--- src/rtl/spi_flash_arbiter.sv ---
// Two-channel arbiter for the shared SPI flash port: round-robin grant,
// minimum chip-deselect gap between grants, and a per-grant watchdog.
module spi_flash_arbiter #(
  parameter int unsigned GAP_CYCLES     = 3,
  parameter int unsigned TIMEOUT_CYCLES = 65535,
  parameter int unsigned CNT_W          = 16
) (
  input  logic MCLK,
  input  logic RST,
  input  logic REQ0,
  input  logic REQ1,
  output logic GNT0,
  output logic GNT1,
  input  logic nCS0,
  input  logic MOSI0,
  input  logic CLK0,
  input  logic nCS1,
  input  logic MOSI1,
  input  logic CLK1,
  output logic MISO0,
  output logic MISO1,
  output logic nCS,
  output logic MOSI,
  output logic CLK,
  input  logic MISO,
  output logic BUSY,
  output logic TIMEOUT
);

  localparam logic [CNT_W-1:0] LP_GAP_LAST = CNT_W'(GAP_CYCLES - 1);
  localparam logic [CNT_W-1:0] LP_TO_LAST  = CNT_W'(TIMEOUT_CYCLES - 1);

  typedef enum logic [1:0] {
    S_IDLE   = 2'd0,
    S_GRANT0 = 2'd1,
    S_GRANT1 = 2'd2,
    S_GAP    = 2'd3
  } state_t;

  state_t           r_state;
  logic [CNT_W-1:0] r_cnt;
  logic             r_last;
  logic             r_lock0;
  logic             r_lock1;
  logic             r_gnt0;
  logic             r_gnt1;
  logic             r_busy;
  logic             r_timeout;

  logic w_elig0;
  logic w_elig1;

  assign w_elig0 = REQ0 & ~r_lock0;
  assign w_elig1 = REQ1 & ~r_lock1;

  always_ff @(posedge MCLK) begin
    if (RST) begin
      r_state   <= S_IDLE;
      r_cnt     <= '0;
      r_last    <= 1'b1;
      r_lock0   <= 1'b0;
      r_lock1   <= 1'b0;
      r_gnt0    <= 1'b0;
      r_gnt1    <= 1'b0;
      r_busy    <= 1'b0;
      r_timeout <= 1'b0;
    end else begin
      r_timeout <= 1'b0;
      // A timed-out channel is re-armed only once it has dropped its request.
      if (!REQ0) r_lock0 <= 1'b0;
      if (!REQ1) r_lock1 <= 1'b0;

      case (r_state)
        S_IDLE: begin
          r_cnt <= '0;
          if (w_elig0 && (!w_elig1 || r_last)) begin
            r_state <= S_GRANT0;
            r_gnt0  <= 1'b1;
            r_busy  <= 1'b1;
          end else if (w_elig1) begin
            r_state <= S_GRANT1;
            r_gnt1  <= 1'b1;
            r_busy  <= 1'b1;
          end
        end

        S_GRANT0: begin
          if (!REQ0) begin
            r_state <= S_GAP;
            r_gnt0  <= 1'b0;
            r_last  <= 1'b0;
            r_cnt   <= '0;
          end else if (r_cnt == LP_TO_LAST) begin
            r_state   <= S_GAP;
            r_gnt0    <= 1'b0;
            r_last    <= 1'b0;
            r_lock0   <= 1'b1;
            r_timeout <= 1'b1;
            r_cnt     <= '0;
          end else begin
            r_cnt <= r_cnt + CNT_W'(1);
          end
        end

        S_GRANT1: begin
          if (!REQ1) begin
            r_state <= S_GAP;
            r_gnt1  <= 1'b0;
            r_last  <= 1'b1;
            r_cnt   <= '0;
          end else if (r_cnt == LP_TO_LAST) begin
            r_state   <= S_GAP;
            r_gnt1    <= 1'b0;
            r_last    <= 1'b1;
            r_lock1   <= 1'b1;
            r_timeout <= 1'b1;
            r_cnt     <= '0;
          end else begin
            r_cnt <= r_cnt + CNT_W'(1);
          end
        end

        S_GAP: begin
          if (r_cnt == LP_GAP_LAST) begin
            r_state <= S_IDLE;
            r_busy  <= 1'b0;
            r_cnt   <= '0;
          end else begin
            r_cnt <= r_cnt + CNT_W'(1);
          end
        end

        default: begin
          r_state <= S_IDLE;
          r_gnt0  <= 1'b0;
          r_gnt1  <= 1'b0;
          r_busy  <= 1'b0;
          r_cnt   <= '0;
        end
      endcase
    end
  end

  assign GNT0    = r_gnt0;
  assign GNT1    = r_gnt1;
  assign BUSY    = r_busy;
  assign TIMEOUT = r_timeout;

  // Pin mux is purely combinational on the registered grant; idle pins are deselected.
  assign nCS   = r_gnt0 ? nCS0  : (r_gnt1 ? nCS1  : 1'b1);
  assign MOSI  = r_gnt0 ? MOSI0 : (r_gnt1 ? MOSI1 : 1'b0);
  assign CLK   = r_gnt0 ? CLK0  : (r_gnt1 ? CLK1  : 1'b0);
  assign MISO0 = r_gnt0 & MISO;
  assign MISO1 = r_gnt1 & MISO;

endmodule

--- config.mk ---
export PLATFORM = sky130hd
export DESIGN_NAME = spi_flash_arbiter
export DESIGN_NICKNAME = d
export VERILOG_FILES = /design/src/rtl/spi_flash_arbiter.sv
export SDC_FILE = /design/constraint.sdc
export NUM_CORES = 1
export LEC_CHECK = 0
export CORE_AREA = 2 2 57 59
export DETAILED_ROUTE_END_ITERATION = 10
export DIE_AREA = 0 0 59 61
export GPL_TIMING_DRIVEN = 0
export PLACE_DENSITY = 0.71
export SLEW_MARGIN = 30
export SYNTH_ARGS = -nofsm -noshare
export SYNTH_HDL_FRONTEND = slang
export SYNTH_SLANG_ARGS = --single-unit
--- constraint.sdc ---
create_clock -name MCLK -period 3.5 [get_ports MCLK]
set_clock_uncertainty 0.05 [all_clocks]
set_input_delay 0.875 -clock MCLK [delete_from_list [all_inputs] [get_ports MCLK]]
set_output_delay 0.875 -clock MCLK [all_outputs]
set_load 0.005 [all_outputs]
## Word-level counts from Yosys, hierarchy flattened

Index checks and enable logic that the tools add are counted.

| word-level totals | value |
|---|---|
| register bits after elaboration | 25 |
| latch bits | 0 |
| RAM bits | 0 |
| memory bits (read-only) | 0 |
| input port bits | 11 |
| output and inout port bits | 9 |
| logic and storage cells | 85 |
| memories | 0 |

| operators by class | value |
|---|---|
| add/subtract/negate cells | 1 |
| multiply operators | 0 |
| divide/modulo/power cells | 0 |
| order comparisons | 0 |
| equal/unequal tests | 12 |
| shifts and indexed selects | 0 |
| mux-type cells | 44 |
| bitwise operators | 6 |
| reductions and logical operators | 13 |

Operator list:

| operator | number |
|---|---|
| 16-bit two-way mux | 4 |
| 16-bit one-hot mux with 4 select lines | 1 |
| 1-bit two-way mux | 27 |
| 16-bit by 1-bit adder with 16-bit output (second input constant) | 1 |
| 16-bit == test (second input constant) | 1 |
| 16-bit by 2-bit == test with 1-bit output (second input constant) | 1 |
| 2-bit two-way mux | 6 |
| 1-bit one-hot mux with 2 select lines | 5 |
| 3-bit != test (second input constant) | 3 |
| 3-bit AND reduction | 3 |
| 2-bit != test (second input constant) | 4 |
| 2-bit one-hot mux with 4 select lines | 1 |
| 2-bit nonzero test | 4 |
| 1-bit AND | 4 |
| 2-bit == test (second input constant) | 2 |
| 4-bit AND reduction | 1 |
| 2-bit by 1-bit == test with 1-bit output (second input constant) | 1 |
| 2-bit logical NOT | 1 |
| 1-bit inverter | 2 |
| 2-bit AND reduction | 1 |
| 1-bit logical AND | 1 |
| 1-bit logical NOT | 1 |
| 1-bit logical OR | 1 |

## Longest topological paths before layout

| logic depth | value |
|---|---|
| depth after elaboration | 7 |
| gate-level depth with buffers | 8 |
| mapped depth without buffers | 7 |

## Worst setup path after synthesis

OpenSTA, ideal clock, no wires.

| timing | value |
|---|---|
| path type | input-to-output |
| from | in CLK0 |
| to | out CLK |
| data arrival time | 1.092 ns |
| data required time | 2.575 ns |
| path slack | 1.483 ns |
| cell stages on the path | 1 |
| buffers on the path | 0 |
| path through | a22o_1 |

| on the way | value |
|---|---|
| cells in the longest elaborated chain, start to end | 1 |

RTL lines:

| what | RTL line | source |
|---|---|---|
| from (decl) | 16 | `input logic CLK0,` |
| 1-bit two-way mux | 152 | `assign CLK = r_gnt0 ? CLK0 : (r_gnt1 ? CLK1 : 1'b0);` |
| to (decl) | 24 | `output logic CLK,` |

No other way between the ends.

## Final worst setup path

| timing | value |
|---|---|
| from | in nCS0 |
| to | out nCS |

| on the way | value |
|---|---|
| cells in the longest elaborated chain, start to end | 1 |

RTL lines:

| what | RTL line | source |
|---|---|---|
| from (decl) | 14 | `input logic nCS0,` |
| 1-bit two-way mux | 150 | `assign nCS = r_gnt0 ? nCS0 : (r_gnt1 ? nCS1 : 1'b1);` |
| to (decl) | 22 | `output logic nCS,` |

No other way between the ends.

==> impl_metrics.prom <==
# TYPE chip_impl_metric gauge
chip_impl_info{name="status",value="completed"} 1
chip_impl_info{name="yosys.area.top_type",value="dfxtp_1"} 1
chip_impl_metric{name="synth_simple_gate_area_frac",unit=""} 0.293
chip_impl_metric{name="seq_total_area_yosys",unit=""} 0.355
chip_impl_metric{name="h_tree_depth",unit=""} 1
chip_impl_metric{name="slew_violations",unit=""} 0
chip_impl_metric{name="power_density",unit="mW/mm^2"} 503
chip_impl_metric{name="numCtsBuffers",unit=""} 3
chip_impl_metric{name="grt_pass1_wl",unit="um"} 5010
chip_impl_metric{name="post_cts_buffers",unit=""} 0
chip_impl_metric{name="tritoncts_num_sinks",unit=""} 25
chip_impl_metric{name="final.period_utilization",unit=""} 0.836
chip_impl_metric{name="post_synth_fa_ha_maj_area_fraction",unit=""} 0.0622
chip_impl_metric{name="detail_route.drc_violations",unit=""} 0
chip_impl_metric{name="insertedDiodeCount",unit=""} 0
chip_impl_info{name="critical_path_class",value="input port to primary output"} 1
chip_impl_info{name="setup.worst_path.end_class",value="primary output"} 1
chip_impl_metric{name="vdd_drop_max",unit="V"} 0.000174
chip_impl_info{name="timing.rr.start",value="r_cnt[1]"} 1
chip_impl_metric{name="pin_count",unit=""} 20
chip_impl_metric{name="synthesized_net_count",unit=""} 185
chip_impl_info{name="timing.critical_path.from_type",value="input port"} 1
chip_impl_metric{name="dr_total_vias",unit=""} 1226
chip_impl_info{name="synth_top_family_by_area",value="simple AND/OR/NAND/NOR gates"} 1
chip_impl_metric{name="last_weighted_congestion_value_of_the_routability_driven_placer",unit=""} 0.850
chip_impl_metric{name="synth.yosys.warnings",unit=""} 0
chip_impl_metric{name="synthDominantCellAreaShare",unit=""} 0.355
chip_impl_metric{name="numnets_final",unit=""} 209
chip_impl_info{name="worst_hold_path_type",value="register to register"} 1
chip_impl_info{name="most-common-layout-cells",value="dfxtp_1 (25), nor2_1 (25), clkdlybuf4s50_1 (19)"} 1
chip_impl_metric{name="postRouteAntennaNets",unit=""} 0
chip_impl_metric{name="timing.fmax",unit="MHz"} 342
chip_impl_metric{name="synth_area",unit="mm^2"} 0.00141
chip_impl_metric{name="postSynthCellCount",unit=""} 167
chip_impl_metric{name="route.detailed.vias_per_inst",unit=""} 5.50
chip_impl_metric{name="cap_viol_max_count",unit=""} 0
chip_impl_metric{name="first_global_vias",unit=""} 1127
chip_impl_metric{name="drive_above_1_share",unit=""} 0.0737
chip_impl_metric{name="hpwl",unit="um"} 2280
chip_impl_metric{name="postRouteWirelength",unit="um"} 2920
chip_impl_metric{name="r2r_slack",unit="ns"} 1.62
chip_impl_info{name="cts_root_buf",value="clkbuf_4"} 1
chip_impl_metric{name="number_of_antenna_violations_at_the_first_check_in_global_routing",unit=""} 0
chip_impl_metric{name="crit_fanout",unit=""} 1
chip_impl_metric{name="post-route-min-period",unit="ns"} 2.93
chip_impl_metric{name="routedWlPerCell",unit="um"} 13.1
chip_impl_metric{name="cp.required",unit="ns"} 2.57
chip_impl_info{name="hold_path_end",value="r_cnt[0]"} 1
chip_impl_metric{name="timing.reg2reg.worst_path_depth",unit=""} 7
chip_impl_metric{name="power.static_leakage",unit="nW"} 0.590
chip_impl_metric{name="fill_count",unit=""} 293
chip_impl_metric{name="final-hold-violation-count",unit=""} 0
chip_impl_info{name="grt_setup_unrepaired",value="false"} 1
chip_impl_metric{name="postSynthRegisterBits",unit=""} 25
chip_impl_metric{name="setup_viol",unit=""} 0
chip_impl_metric{name="first_pass_iters",unit=""} 4
chip_impl_info{name="critical_path.startpoint",value="nCS0"} 1
chip_impl_info{name="tritoncts",value="built"} 1
chip_impl_metric{name="worst-endpoint-arrival",unit="ns"} 2.00
chip_impl_metric{name="grt_start_max_net_pins",unit=""} 16
chip_impl_metric{name="initial_core_util",unit=""} 0.477
chip_impl_info{name="launch_instance_of_the_worst_min_delay_path",value="r_cnt[0]"} 1
chip_impl_info{name="synth.top_cells.by_area",value="dfxtp_1 (36%), nor2_1 (6.7%), ha_1 (6.2%)"} 1
chip_impl_metric{name="synth_mux_area_frac",unit=""} 0.00799
chip_impl_metric{name="grt.overflow.total",unit=""} 0
chip_impl_metric{name="path_clk_slew",unit="ns"} 0.14
chip_impl_metric{name="chipWidth",unit="um"} 59
chip_impl_metric{name="cts_resized",unit=""} 0
chip_impl_metric{name="final.hold.worst_slack",unit="ns"} 0.463
chip_impl_metric{name="clk_latency",unit="ns"} 0.32
chip_impl_metric{name="post_synthesis_compound_gate_area_fraction",unit=""} 0.148
chip_impl_metric{name="avgSynthCellArea",unit="um^2"} 8.44
chip_impl_metric{name="synth_xor_area_frac",unit=""} 0.0870
chip_impl_metric{name="global_route.usage.total",unit=""} 0.181
chip_impl_metric{name="die_area",unit="mm^2"} 0.00360
chip_impl_metric{name="die_height",unit="um"} 61
chip_impl_metric{name="min_delay_path_depth",unit=""} 1
chip_impl_metric{name="finalSetupTns",unit="ns"} 0
chip_impl_metric{name="placement_rows",unit=""} 20
chip_impl_metric{name="clock_tree.buffer_depth",unit=""} 2
chip_impl_metric{name="yosys.cell_types.count",unit=""} 39
chip_impl_metric{name="drt_first_iter_violations",unit=""} 49
chip_impl_metric{name="post_cts_hold_buffer_count",unit=""} 0
chip_impl_metric{name="synthToLayoutAreaGrowth",unit="%"} 18.6
chip_impl_metric{name="transition_time_at_the_pin_with_the_least_slew_margin",unit="ns"} 0.528
chip_impl_info{name="crit-reg2reg-capture",value="r_cnt[15]"} 1
chip_impl_metric{name="placement.io_buffers",unit=""} 19
chip_impl_metric{name="maxSlewHeadroom",unit=""} 0.648
chip_impl_metric{name="core_region_area",unit="mm^2"} 0.00295
[sequential cells by signal, summed over array words and instances (netlist names)]
signal,flops
GNT1,1
GNT0,1
r_state,2
BUSY,1
TIMEOUT,1
r_lock0,1
r_cnt,16
r_last,1
r_lock1,1
[through the flow]
step | instances | total power [mW] | setup slack [ns] | util | cell area [um^2]
floorplan | 167 | 0.584 | 1.48 | - | 1410
global placement | 219 | 0.701 | 0.597 | 0.556 | 1640
detailed placement | 219 | 0.713 | 0.573 | 0.556 | 1640
CTS | 223 | 0.848 | 0.569 | 0.566 | 1670
global route | 223 | 0.911 | 0.495 | 0.566 | 1670
finish | 223 | 0.840 | 0.573 | 0.566 | 1670
[where the power goes]
group	total [mW]	switching (mW)	internal, mW
logic	0.359	0.187	0.172
clock network	0.130	0.0863	0.0436
registers	0.351	0.0370	0.314
total	0.840	0.310	0.530
[synthesized netlist by cell type, drive strengths merged]
| cell type | count |
|---|---|
| a31oi | 2 |
| ha | 7 |
| nor3b | 3 |
| a211oi | 2 |
| nand3 | 11 |
| o41ai | 1 |
| mux2 | 1 |
| buf | 2 |
| a2bb2oi | 1 |
| and2 | 3 |
| xor2 | 6 |
| o311ai | 1 |
| and4 | 1 |
| o211ai | 2 |
| a2111oi | 1 |
| nor2 | 25 |
| nor3 | 6 |
| xnor2 | 8 |
| and3 | 2 |
| o21ai | 4 |
| nor4b | 1 |
| dfxtp | 25 |
| nand2b | 3 |
| and3b | 1 |
| or2 | 2 |
| nor4 | 3 |
| clkbuf | 2 |
| o31ai | 1 |
| a21oi | 10 |
| a22o | 2 |
| nand4 | 5 |
| nor2b | 2 |
| nand2 | 10 |
| inv | 11 |
[metal layers]
layer | vias up | track usage | routed length (um)
met2 | 28 | 0.297 | 1360
met5 | - | 0 | 0
li1 | 629 | - | -
met4 | 0 | 0.0584 | 18
met3 | 2 | 0.0299 | 129
met1 | 567 | 0.245 | 1410
[kinds of logic (layout without fill, tap and decap cells)]
kind of cell / count (synthesis) / count (layout)
buffers and inverters: 15 / 38
XOR/XNOR: 14 / 14
AO/OA/AOI/OAI: 27 / 27
multiplexers: 1 / 1
AND/OR/NAND/NOR: 78 / 78
flip-flops: 25 / 25
adder cells (fa/ha/maj): 7 / 7
[how the worst max path moves through the flow]
stage / to / slack, ns / cells past startpoint
3_3_place_gp: nCS / 0.60 / 4
3_5_place_dp: nCS / 0.57 / 4
2_1_floorplan: CLK / 1.48 / 1
6_report: nCS / 0.57 / 4
5_1_grt: nCS / 0.50 / 4
4_1_cts: nCS / 0.57 / 4
[cell type report]
type                            count  area [um^2]  area share
Tap cell                           33         41.3      0.0247
Inverter                           11         41.3      0.0247
Sequential cell                    25          500       0.300
Clock buffer                        3         22.5      0.0135
Timing Repair Buffer               19          190       0.114
Buffer                              4         23.8      0.0142
Multi-Input combinational cell    127          843       0.505
Clock inverter                      1         7.51     0.00449
[critical path, cell delays in order]
cell,delay [ns]
clkdlybuf4s50_1,0.47
nor2b_1,0.05
a21oi_1,0.10
clkdlybuf4s50_1,0.51
No activity file was read; power rests on OpenSTA's default activity.
